<file path="src/rtl/pe_seq.sv">
// Sequencer for a single processing element: loads TAPS weights, issues one
// sample at a time, pulses a PE clear, waits LAT cycles and hands back both sums.
module pe_seq #(
    parameter int N         = 32,
    parameter int TAPS      = 7,
    parameter int SUM_WIDTH = 2*N+4,
    parameter int LAT       = 9
) (
    input  logic                        clk,
    input  logic                        rst,
    input  logic                        w_valid,
    output logic                        w_ready,
    input  logic [N-1:0]                w_data,
    input  logic                        reload,
    input  logic                        x_valid,
    output logic                        x_ready,
    input  logic [N-1:0]                x_data,
    output logic                        pe_clr,
    output logic [N-1:0]                pe_xin,
    output logic [N*TAPS-1:0]           pe_win,
    input  logic signed [SUM_WIDTH-1:0] pe_sum,
    input  logic signed [SUM_WIDTH-1:0] pe_sum1,
    output logic                        r_valid,
    input  logic                        r_ready,
    output logic signed [SUM_WIDTH-1:0] r_sum,
    output logic signed [SUM_WIDTH-1:0] r_sum1,
    output logic [15:0]                 r_count,
    output logic                        busy
);

    localparam int IDX_W = (TAPS > 1) ? $clog2(TAPS) : 1;

    typedef enum logic [2:0] {
        LOADW,
        XWAIT,
        CLEAR,
        RUN,
        OUT
    } state_t;

    state_t                      state, state_nxt;
    logic [IDX_W-1:0]            widx;
    logic [7:0]                  cnt;
    logic [TAPS-1:0][N-1:0]      wreg;

    logic w_hs;
    logic x_hs;
    logic r_hs;
    logic last_w;
    logic run_done;

    // A reload in LOADW swallows any weight offered in the same cycle.
    assign w_hs     = (state == LOADW) && w_valid && !reload;
    assign x_hs     = x_valid && x_ready;
    assign r_hs     = r_valid && r_ready;
    assign last_w   = (widx == IDX_W'(TAPS-1));
    assign run_done = (state == RUN) && (cnt == 8'(LAT-1));

    assign pe_win   = wreg;

    always_comb begin
        state_nxt = state;
        w_ready   = 1'b0;
        x_ready   = 1'b0;
        pe_clr    = 1'b0;
        busy      = 1'b1;
        case (state)
            LOADW: begin
                w_ready = 1'b1;
                busy    = 1'b0;
                if (w_hs && last_w)
                    state_nxt = XWAIT;
            end
            XWAIT: begin
                x_ready = !reload;
                busy    = 1'b0;
                if (reload)
                    state_nxt = LOADW;
                else if (x_valid)
                    state_nxt = CLEAR;
            end
            CLEAR: begin
                pe_clr    = 1'b1;
                state_nxt = RUN;
            end
            RUN: begin
                if (cnt == 8'(LAT-1))
                    state_nxt = OUT;
            end
            OUT: begin
                if (r_ready)
                    state_nxt = XWAIT;
            end
            default: begin
                state_nxt = LOADW;
            end
        endcase
    end

    always_ff @(posedge clk or negedge rst) begin
        if (!rst)
            state <= LOADW;
        else
            state <= state_nxt;
    end

    // Weight load: index wraps back to 0 once the last tap is stored.
    always_ff @(posedge clk or negedge rst) begin
        if (!rst) begin
            widx <= '0;
            wreg <= '0;
        end else begin
            if (state == LOADW && reload)
                widx <= '0;
            else if (w_hs)
                widx <= last_w ? '0 : widx + 1'b1;
            if (w_hs)
                wreg[widx] <= w_data;
        end
    end

    always_ff @(posedge clk or negedge rst) begin
        if (!rst)
            pe_xin <= '0;
        else if (x_hs)
            pe_xin <= x_data;
    end

    always_ff @(posedge clk or negedge rst) begin
        if (!rst)
            cnt <= '0;
        else if (state == CLEAR)
            cnt <= '0;
        else if (state == RUN)
            cnt <= cnt + 8'd1;
    end

    // Result capture: sums are taken verbatim from the PE in the last RUN cycle.
    always_ff @(posedge clk or negedge rst) begin
        if (!rst) begin
            r_valid <= 1'b0;
            r_sum   <= '0;
            r_sum1  <= '0;
        end else if (run_done) begin
            r_valid <= 1'b1;
            r_sum   <= pe_sum;
            r_sum1  <= pe_sum1;
        end else if (r_hs) begin
            r_valid <= 1'b0;
        end
    end

    always_ff @(posedge clk or negedge rst) begin
        if (!rst)
            r_count <= '0;
        else if (r_hs)
            r_count <= r_count + 16'd1;
    end

endmodule

</file>
<file path="config.mk">
export PLATFORM = sky130hd
export DESIGN_NAME = pe_seq
export DESIGN_NICKNAME = d
export VERILOG_FILES = /design/src/rtl/pe_seq.sv
export SDC_FILE = /design/constraint.sdc
export NUM_CORES = 1
export LEC_CHECK = 0
export CAP_MARGIN = 20
export CORE_MARGIN = 5
export CORE_UTILIZATION = 25
export DETAILED_ROUTE_END_ITERATION = 6
export GPL_TIMING_DRIVEN = 0
export SLEW_MARGIN = 30
export SYNTH_ARGS = -nofsm -noshare
export SYNTH_HDL_FRONTEND = slang
export SYNTH_SLANG_ARGS = --single-unit
</file>
<file path="constraint.sdc">
create_clock -name clk -period 2.2 [get_ports clk]
set_clock_uncertainty 0.2 [all_clocks]
set_input_delay 0.33 -clock clk [delete_from_list [all_inputs] [get_ports clk]]
set_output_delay 0.33 -clock clk [all_outputs]
set_load 0.01 [all_outputs]
</file>
* After elaboration in Yosys (flattened, before gate mapping)
Index checks and enable logic that the tools add are counted.
Word-level totals: register bits 423, bits of input ports 206, output and inout port bits 413, word-level logic and storage cells 65
Cells by class: add/sub/neg operators 3, $lt $le $gt $ge 2, eq/ne operators 10, muxes and demuxes 20, reduce and logical (&&, ||, !) cells 15
Operator list (count):
- $bwmux W224 | 1
- $demux W32 S3 | 1
- $mux W32 | 1
- $mux W3 | 8
- $add A16 B1 Y16 const B | 1
- $mux W8 | 2
- $pmux W3 S5 | 1
- $add A8 B1 Y8 const B | 1
- $eq A8 B4 Y1 const B | 1
- $logic_and A1 B1 Y1 | 8
- $eq A3 B2 Y1 const B | 2
- $eq A3 B3 Y1 const B | 2
- $mux W1 | 6
- $reduce_bool A2 Y1 | 3
- $lt A3 B4 Y1 const B | 1
- $ne A2 B2 Y1 const B | 2
- $reduce_and A4 Y1 | 1
- $add A3 B1 Y3 const B | 1
- $eq A3 B1 Y1 const B | 1
- $ge A3 B1 Y1 const B | 1
- $logic_not A3 Y1 | 1
- $ne A3 B3 Y1 const B | 1
- $ne A2 B1 Y1 const B | 1
- $reduce_or A2 Y1 | 1
- $logic_not A1 Y1 | 1

* Depth between registers and ports, before layout
Gate-level depths: netlist of the first run.
word-level depth 6, mapped depth 9, mapped depth without buffers 6

* Worst setup path after synthesis of the first run
Ideal clock, no wire load.
path kind flip-flop to flip-flop, start reg state[0], end reg wreg, in the netlist pe_win[194], library setup time 0.125 ns, arrival 1.928 ns, required time 1.875 ns, slack -0.053 ns, cell stages (with the launch flop) 9, path buffers 4, clock period less this slack 2.253 ns, cell sequence dfrtp_1 buf_4 or3_1 buf_2 inv_1 and3_1 buf_2 buf_4 mux2_2
Between the ends: word-level cells in the longest chain between the ends 3
RTL lines:
- start, declared | line 41 | state_t state, state_nxt;
- start signal, assigned | line 104 | state <= state_nxt;
- $logic_not A3 Y1 | line 53 | assign w_hs = (state == LOADW) && w_valid && !reload;
- $logic_and A1 B1 Y1 (2 in a row) | line 53
- end signal, assigned by index | line 118 | wreg[widx] <= w_data;
- end, declared | line 44 | logic [TAPS-1:0][N-1:0] wreg;
Every way passes these cells. A chain may end at the register's enable or synchronous reset.

* Worst setup path in the final report of the first run
start reg state[0], end reg wreg, in the netlist pe_win[58]
The elaborated chain is that of the path after synthesis.

==> results of run 1 <==
==> worst paths after layout <==
| check | startpoint | to | slack [ps] | depth (start not counted) |
|---|---|---|---|---|
| worst max-delay path | state[0] | pe_win[58] | -60 | 7 |
| worst min-delay path | rst | pe_win[38] | 100 | 2 |
| worst max register to register | state[0] | pe_win[58] | -60 | 7 |
| worst min register to register | r_sum[48] | r_sum[48] | 300 | 1 |
| max in group asynchronous | rst | pe_win[125] | 310 | 5 |
| min in group clk | pe_sum1[41] | r_sum1[41] | 180 | 2 |
==> cell families (layout without fill, tap and decap cells) <==
| family | count (synthesis) | in the layout |
|---|---|---|
| flops | 423 | 423 |
| mux | 393 | 393 |
| simple gates | 76 | 76 |
| buf+inv | 55 | 802 |
| compound gates | 19 | 19 |
| xor+xnor | 18 | 18 |
| fa+ha+maj | 3 | 3 |
| other cells | 0 | 1 |
==> final cells by class <==
class / count / area [µm²] / area share (%)
sequential: 423 / 10600 / 40.3
timing repair buffer: 665 / 6940 / 26.4
multi-input combinational: 509 / 5450 / 20.8
clock buffer: 71 / 1440 / 5.48
tap: 855 / 1070 / 4.07
buffer: 42 / 554 / 2.11
clock inverter: 14 / 184 / 0.700
inverter: 10 / 40.0 / 0.152
antenna: 1 / 2.50 / 0.00952
==> timing repair <==
| item | 4_1_cts | 5_1_grt |
|---|---|---|
| resized for setup | 140 | 40 |
| hold buffers | 1 | 0 |
| setup buffers | 24 | 6 |
| gates cloned | 11 | 2 |
| pin swaps | 7 | 6 |
| endpoints found under the setup margin | 386 | 426 |
| hold endpoints to repair | 68 | 0 |
==> state kept, by name (all words and copies together) (netlist names) <==
signal   flops
state        3
r_sum       68
r_sum1      68
pe_xin      32
r_count     16
widx         3
pe_win     224
r_valid      1
cnt          8
==> worst reg2reg max path, stage by stage, from the launching register on <==
cell and delay (ps):
dfrtp_1 370, buf_6 140, buf_12 130, nor4_4 240
or3b_4 420, buf_12 170, buf_12 160, mux2_4 310
==> synth_stat cells (all sizes together) <==
cell,number
dfrtp,423
o21ai,9
a21oi,5
nand4,5
mux2,393
nand3b,1
nor3,7
and3,3
o22ai,1
nand2b,1
ha,3
o41ai,1
xnor2,10
nor4bb,1
or3b,1
buf,34
or2,1
a31oi,2
nor2,8
nor4,7
or3,3
and3b,1
xor2,8
inv,10
nor2b,2
o221ai,1
clkbuf,11
nand2,24
nand3,10
nor4b,1
==> metal layers <==
layer / up-vias / wire (µm)
met5: - / 13
met1: 5676 / 21200
li1: 4932 / -
met3: 74 / 4230
met4: 2 / 1300
met2: 418 / 28400
==> power by group through the flow <==
stage	combinational, W	sequential [W]	clock, W
2_1_floorplan	0.00321	0.0134	0
5_1_grt	0.0130	0.0125	0.00879
6_report	0.0122	0.0122	0.00820
3_5_place_dp	0.0121	0.0123	0
4_1_cts	0.0123	0.0122	0.00849
3_3_place_gp	0.0119	0.0122	0
==> metrics by stage <==
stage	total power (W)	utilization (%)	hold WS [ps]
floorplan	0.0166	-	-166
global placement	0.0241	36.5	265
detailed placement	0.0243	36.7	154
CTS	0.0330	40.6	128
global route	0.0343	40.9	133
finish	0.0326	40.9	103
==> impl_metrics.ini, run 1 <==
[timing]
rsz0062_at_grt = true
max_freq_ghz = 0.442
worstMarginPinSlew_ps = 634
slew_violations = 0
fin_ws_ps = -62.0
setup_viol = 120
tns_ps = -2980
relSlewSlack_pct = 57.6
hold_violations = 0
fin_crit_sh_pct = 103
period_needed_ps = 2260

[synthesis]
synth_top_family_by_area = multiplexers
yosysTopAreaCell = dfrtp_1
ys_seq_area_share_pct = 65.5
synth_compound_area_share_pct = 0.658
synth_area_um2 = 16200
synthAdderAreaFrac_pct = 0.232
yosysUniqueCellTypes = 38
yosys-mux-area-fraction_pct = 28.1
synth-simple-area-share_pct = 2.64
yosys-top-cells-area = dfrtp_1, mux2_2, mux2_4
synthXorXnorAreaFrac_pct = 0.976
ys_seq_elements = 423
synth_top_area_share_pct = 65.5
yosys_warnings = 0
avgSynthCellArea_um2 = 16.4
syn-num-nets = 1196
syn_inst = 987

[grt]
met3_usage_pct = 5.26
grt_use_met1_pct = 17.0
grt_start_max_net_pins = 84
grt_pass1_vias = 12100
grt_pass1_wl_um = 80700
grt_use_total_pct = 15.0
grt.overflow.total = 0
grt.met2_usage_pct = 26.9
antenna_found_initial = 2
grt_busiest_layer = met2

[final_layout]
syn2layout_area_growth_pct = 62.6
final_common_cell = clkdlybuf4s50_1
final.fill_count = 5958
drive_above_1_share_pct = 33.5
fin_area_um2 = 26300
instances_no_fill = 2590
final_nets = 1908
final_cell_mix = clkdlybuf4s50_1, dfrtp_1, mux2_2, clkbuf_16, mux2_4

[placement]
routabilityCongestion = 0.779
dp_slack_ps = -903
dpl_cell_area_um2 = 23600
portBuffers = 618
dp_hpwl_um = 39700
dp_cells = 2465

[outcome]
violations = negative setup slack
status = complete, but fails checks

[pwr]
pwr-share-clk_pct = 25.1
p_seq_share_pct = 37.3
p_switching_w = 0.00946
p_per_area_nw_per_um2 = 1240
vdd_ir_drop_max_uv = 678
power.share.switching_pct = 29.0
p_int_w = 0.0231
p_comb_share_pct = 37.6
leakage_nw = 11.5

[cts]
cts-root-buf = clkbuf_16
cts_tree = yes
htreeDepth = 2
cts_buffers = 48
cts_buffer_depth = 3
clkTransAtPathRegs_ps = 60
clkSinkCount = 423
clk_latency_ps = 560

[die]
core_um2 = 64200
die-area_um2 = 69800
die-width_um = 264
io_pins = 619
rows = 93
start_util_pct = 25.2
die_h_um = 264

[drt]
ant_nets = 0
dr.pass1.iters = 4
dr_total_vias = 11100
wl_um = 55100
drc = 0
via_per_inst = 4.29
wl_per_cell_um = 21.3
initialDrtViolationCount = 506

[setup_path]
crit_path_end_kind = flip-flop
cp_max_fo = 8
critPathRequiredTime_ps = 2440
crit_path_start_kind = flip-flop
crit_chain = buf_6, buf_12, nor4_4, or3b_4, buf_12, buf_12, mux2_4
crit_arrival_ps = 2500
max_stage_delay_ps = 420
crit_family = simple AND/OR/NAND/NOR gates
cp_common_cell = buf_12
crit_buf_inv = 4
worstSetupPathType = reg2reg
slowest_stage = or3b_4

[worst_hold_path]
hold_path.class = in2async

[flow_run]
cap_violations = 0
(Power assumes the default switching activity.)
==> run 2, diff against run 1 <==
--- a/config.mk
+++ b/config.mk
@@ -10,6 +10,7 @@
 export CORE_UTILIZATION = 25
 export DETAILED_ROUTE_END_ITERATION = 6
 export GPL_TIMING_DRIVEN = 0
+export RECOVER_POWER = 100
 export SLEW_MARGIN = 30
 export SYNTH_ARGS = -nofsm -noshare
 export SYNTH_HDL_FRONTEND = slang
==> constraint.sdc (replaced) <==
create_clock -name clk -period 2.5 [get_ports clk]
set_clock_uncertainty 0.2 [all_clocks]
set_input_delay 0.375 -clock clk [delete_from_list [all_inputs] [get_ports clk]]
set_output_delay 0.375 -clock clk [all_outputs]
set_load 0.01 [all_outputs]
==> run 2 against run 1 <==
Net effect: the run now ends clean; global-route usage shrank 0.56 points; wire length shrank 5.4%; clock power shrank 10%; combinational power shrank 23%; first-iteration DRC count shrank 27%; register-to-register slack gained 140 ps.
==> impl_metrics.ini, run 2 (same netlist as run 1, synthesis figures left out) <==
[drt]
via_per_inst = 4.24
drc = 0
dr.pass1.iters = 4
dr_total_vias = 10800
ant_nets = 0
wl_per_cell_um = 20.4
initialDrtViolationCount = 369
wl_um = 52200

[cts]
cts-root-buf = clkbuf_16
htreeDepth = 2
clkTransAtPathRegs_ps = 60
clk_latency_ps = 560
cts_buffers = 49
clkSinkCount = 423
cts_tree = yes
cts_buffer_depth = 3

[timing]
slew_violations = 0
rsz0062_at_grt = false
worstMarginPinSlew_ps = 781
max_freq_ghz = 0.412
period_needed_ps = 2420
fin_crit_sh_pct = 97.0
hold_violations = 0
relSlewSlack_pct = 48.0
setup_viol = 0

[die]
rows = 93
die-width_um = 264
io_pins = 619
die-area_um2 = 69800
core_um2 = 64200
start_util_pct = 25.2
die_h_um = 264

[grt]
grt_pass1_vias = 11900
antenna_found_initial = 4
grt_pass1_wl_um = 78100
grt.overflow.total = 0
grt_start_max_net_pins = 85
grt_use_total_pct = 14.4

[pwr]
leakage_nw = 11.6
p_switching_w = 0.00803
p_seq_share_pct = 38.7
p_comb_share_pct = 34.4
p_per_area_nw_per_um2 = 1090
p_int_w = 0.0193
power.share.switching_pct = 29.4
vdd_ir_drop_max_uv = 704
pwr-share-clk_pct = 26.9

[setup_path]
cp_max_fo = 10
critPathRequiredTime_ps = 2750
max_stage_delay_ps = 420
crit_arrival_ps = 2670
crit_buf_inv = 1
crit_chain = or2_4, nor4_4, nand4_1, clkbuf_2, mux2_2
crit_path_start_kind = flip-flop
crit_path_end_kind = flip-flop
slowest_stage = dfrtp_1
crit_family = simple AND/OR/NAND/NOR gates
worstSetupPathType = reg2reg

[final_layout]
final_common_cell = dfrtp_1
drive_above_1_share_pct = 29.0
largest_reg_flops = 224
syn2layout_area_growth_pct = 55.7
instances_no_fill = 2553
final_cell_mix = dfrtp_1, dlygate4sd3_1, mux2_2, clkdlybuf4s50_1, clkbuf_16
fin_area_um2 = 25200
final_nets = 1872

[placement]
dpl_cell_area_um2 = 23600
dp_cells = 2465
dp_hpwl_um = 39900
routabilityCongestion = 0.806
portBuffers = 618

[worst_hold_path]
hold_path.class = in2async

[flow_run]
cap_violations = 0

[outcome]
status = finished clean
[run 2: stage by stage]
stage / hold slack (ps) / power (W) / setup TNS (ps) / util, % / setup slack [ps]
2_1_floorplan: -121 / 0.0146 / 0 / - / 247
3_3_place_gp: 263 / 0.0212 / -7767830 / 36.5 / -18160
3_5_place_dp: 108 / 0.0214 / -116680 / 36.7 / -826
4_1_cts: 74.4 / 0.0290 / -64.6 / 39.3 / -64.6
5_1_grt: 120 / 0.0289 / 0 / 39.2 / 2.25
6_report: 118 / 0.0274 / 0 / 39.2 / 75.5
[run 2: what timing repair did]
item                                    4_1_cts  5_1_grt
buffers inserted                              0        2
endpoints found under the setup margin      283       59
pin swaps                                     0        2
gates resized for setup                      34       13
hold buffers                                  1        0
hold endpoints to repair                    196        0
[run 2: power groups by stage]
stage	Clock, W	Sequential, W	Combinational (W)
after CTS	0.00766	0.0107	0.0107
after global routing	0.00788	0.0109	0.0101
after detailed placement	0	0.0108	0.0106
after global placement	0	0.0107	0.0105
final	0.00736	0.0106	0.00942
after floorplan	0	0.0118	0.00283
[run 2: worst register-to-register path: cells and delay by family (launching register included)]
family,cells,cell delay (ps)
mux,1,360
simple gates,3,930
flops,1,420
buf+inv,1,410
[run 2: layout make-up]
type	count	area (µm²)
clock inverter	11	213
fill	6067	39100
antenna	2	5.00
inverter	10	37.5
buffer	44	275
clock buffer	73	1450
sequential	423	10600
timing repair buffer	626	6330
tap	855	1070
multi-input combinational	509	5200
[run 2: layer usage]
layer	wire (µm)	part of all wire, %	GRT usage [%]	vias to the layer above
li1	-	-	-	4853
met3	4570	8.8	5.52	91
met4	1810	3.5	4.78	2
met5	13	0.025	0	-
met2	26400	51	25.4	421
met1	19300	37	16.1	5467
[run 2: final timing paths]
check / from / endpoint / slack (ps) / depth (start not counted)
setup / recovery: state[1] / pe_win[190] / 80 / 5
hold / removal: rst / pe_win[174] / 120 / 2
setup reg to reg: state[1] / pe_win[190] / 80 / 5
hold reg to reg: pe_win[114] / pe_win[114] / 280 / 1
max in group asynchronous: rst / r_sum1[12] / 390 / 4
min in group clk: pe_sum1[4] / r_sum1[4] / 220 / 2
==> run 3, diff against run 2 <==
--- a/config.mk
+++ b/config.mk
@@ -6,10 +6,14 @@
 export NUM_CORES = 1
 export LEC_CHECK = 0
 export CAP_MARGIN = 20
+export CELL_PAD_IN_SITES_DETAIL_PLACEMENT = 0
+export CELL_PAD_IN_SITES_GLOBAL_PLACEMENT = 1
 export CORE_MARGIN = 5
 export CORE_UTILIZATION = 25
+export CTS_BUF_LIST = sky130_fd_sc_hd__clkbuf_4 sky130_fd_sc_hd__clkbuf_8
 export DETAILED_ROUTE_END_ITERATION = 6
 export GPL_TIMING_DRIVEN = 0
+export PLACE_DENSITY_LB_ADDON = 0.1
 export RECOVER_POWER = 100
 export SLEW_MARGIN = 30
 export SYNTH_ARGS = -nofsm -noshare
==> run 3 against run 2 <==
Net effect: largest power group unchanged; non-clock buffer count up 5; via count up 2.0%; maximum frequency up 1.6%; die area unchanged; sequential share of layout area down 0.22 points; utilization up 0.21 points; combinational power up 3.6%; hold slack better by 19 ps; first-iteration DRC count up 7.9%; worst setup slack better by 39 ps; power up 1.1%; register-to-register slack better by 40 ps.
==> impl_metrics.ini, run 3 (same netlist as run 1, synthesis figures left out) <==
[outcome]
status = finished clean

[placement]
portBuffers = 618
routabilityCongestion = 0.746
dp_hpwl_um = 44200
dp_slack_ps = -603

[pwr]
p_int_w = 0.0191
p_comb_share_pct = 35.3
power.share.switching_pct = 30.8
leakage_nw = 11.7
p_switching_w = 0.00854
p_seq_share_pct = 38.1
pwr-share-clk_pct = 26.6
vdd_ir_drop_max_uv = 555
p_per_area_nw_per_um2 = 1090

[cts]
cts-root-buf = clkbuf_8
htreeDepth = 3
cts_buffer_depth = 3
cts_buffers = 83
clkSinkCount = 423
clkTransAtPathRegs_ps = 60
cts_tree = yes
clk_latency_ps = 630

[final_layout]
syn2layout_area_growth_pct = 56.5
drive_above_1_share_pct = 32.4
largest_reg_flops = 224
final_nets = 1911
final_cell_mix = dfrtp_1, dlygate4sd3_1, mux2_2, clkdlybuf4s50_1, clkbuf_8
fin_util_pct = 39.4
final_common_cell = dfrtp_1

[worst_hold_path]
hold_path.class = in2reg
holdPathStages = 2

[setup_path]
crit_arrival_ps = 2700
worst-path-stages = 6
ff2ff_path_depth = 6
critPathRequiredTime_ps = 2810
slowest_stage = dfrtp_1
max_stage_delay_ps = 420
crit_path_start_kind = flip-flop
crit_chain = or2_4, nor4_4, or3b_1, buf_2, buf_4, mux2_1
crit_path_end_kind = flip-flop
crit_family = simple AND/OR/NAND/NOR gates
crit_buf_inv = 2
cp_max_fo = 10
worstSetupPathType = reg2reg

[timing]
hold_violations = 0
max_freq_ghz = 0.419
setup_viol = 0
tns_ps = 0
relSlewSlack_pct = 26.9
slew_violations = 0
worstMarginPinSlew_ps = 1100
fin_crit_sh_pct = 95.4
rsz0062_at_grt = false
fin_ws_ps = 115
period_needed_ps = 2390

[die]
die-area_um2 = 69800
start_util_pct = 25.2
die-width_um = 264
rows = 93
die_h_um = 264
core_um2 = 64200
io_pins = 619

[grt]
grt_use_total_pct = 16.3
grt_pass1_vias = 12200
grt.overflow.total = 0
grt_start_max_net_pins = 78
grt_pass1_wl_um = 86000
antenna_found_initial = 9

[drt]
initialDrtViolationCount = 398
wl_um = 58200
dr.pass1.iters = 4
wl_per_cell_um = 22.2
via_per_inst = 4.22
drc = 0
ant_nets = 0
dr_total_vias = 11000

[flow_run]
cap_violations = 0
==> run 3: layout make-up <==
cell class	count	area (µm²)
Antenna cell	5	12.5
Buffer	44	248
Clock buffer	135	1680
Clock inverter	9	83.8
Fill cell	6200	38900
Inverter	10	40.0
Multi-Input combinational cell	509	5210
Sequential cell	423	10600
Tap cell	855	1070
Timing Repair Buffer	631	6360
==> run 3: per-layer routing <==
layer | share of wire, % | vias up | track usage, %
met3 | 8.9 | 88 | 7.12
met5 | 0.082 | - | 0
met4 | 2.0 | 8 | 3.96
met2 | 51 | 420 | 28.4
li1 | - | 4953 | -
met1 | 38 | 5579 | 18.6
==> run 3: repair_timing <==
item / in CTS / in global routing
hold endpoints to repair: 162 / 0
gates resized for setup: 43 / 17
buffers inserted: 4 / 1
setup endpoints to repair: 251 / 243
pin swaps: 1 / 2
hold buffers: 2 / 0
==> run 3: power by group through the flow <==
stage	combinational (W)	clock, W	sequential [W]
after floorplan	0.00283	0	0.0118
after global placement	0.0109	0	0.0107
after detailed placement	0.0109	0	0.0108
after CTS	0.0110	0.00773	0.0107
after global routing	0.0104	0.00803	0.0109
final	0.00976	0.00737	0.0105
==> run 3: worst register-to-register path, stage by stage, from the launching register on <==
cell and delay (ps):
dfrtp_1 420, or2_4 310, nor4_4 250, or3b_1 380
buf_2 180, buf_4 210, mux2_1 320
==> run 3: final timing paths <==
| kind | startpoint | endpoint | slack [ps] |
|---|---|---|---|
| worst max-delay path | state[1] | pe_win[43] | 110 |
| worst min-delay path | pe_sum1[31] | r_sum1[31] | 140 |
| worst max register to register | state[1] | pe_win[43] | 110 |
| worst min register to register | r_count[15] | r_count[15] | 280 |
| max in group asynchronous | rst | r_sum1[40] | 370 |
| min in group asynchronous | rst | pe_win[208] | 280 |
==> run 3: through the flow <==
stage | hold slack [ps] | instances | total power (W) | cell area [µm²]
floorplan | -121 | 987 | 0.0146 | 16200
global placement | 267 | 2460 | 0.0216 | 23400
detailed placement | 12.1 | 2466 | 0.0217 | 23600
CTS | 54.9 | 2616 | 0.0294 | 25500
global route | 58.4 | 2618 | 0.0293 | 25300
finish | 138 | 2621 | 0.0277 | 25300
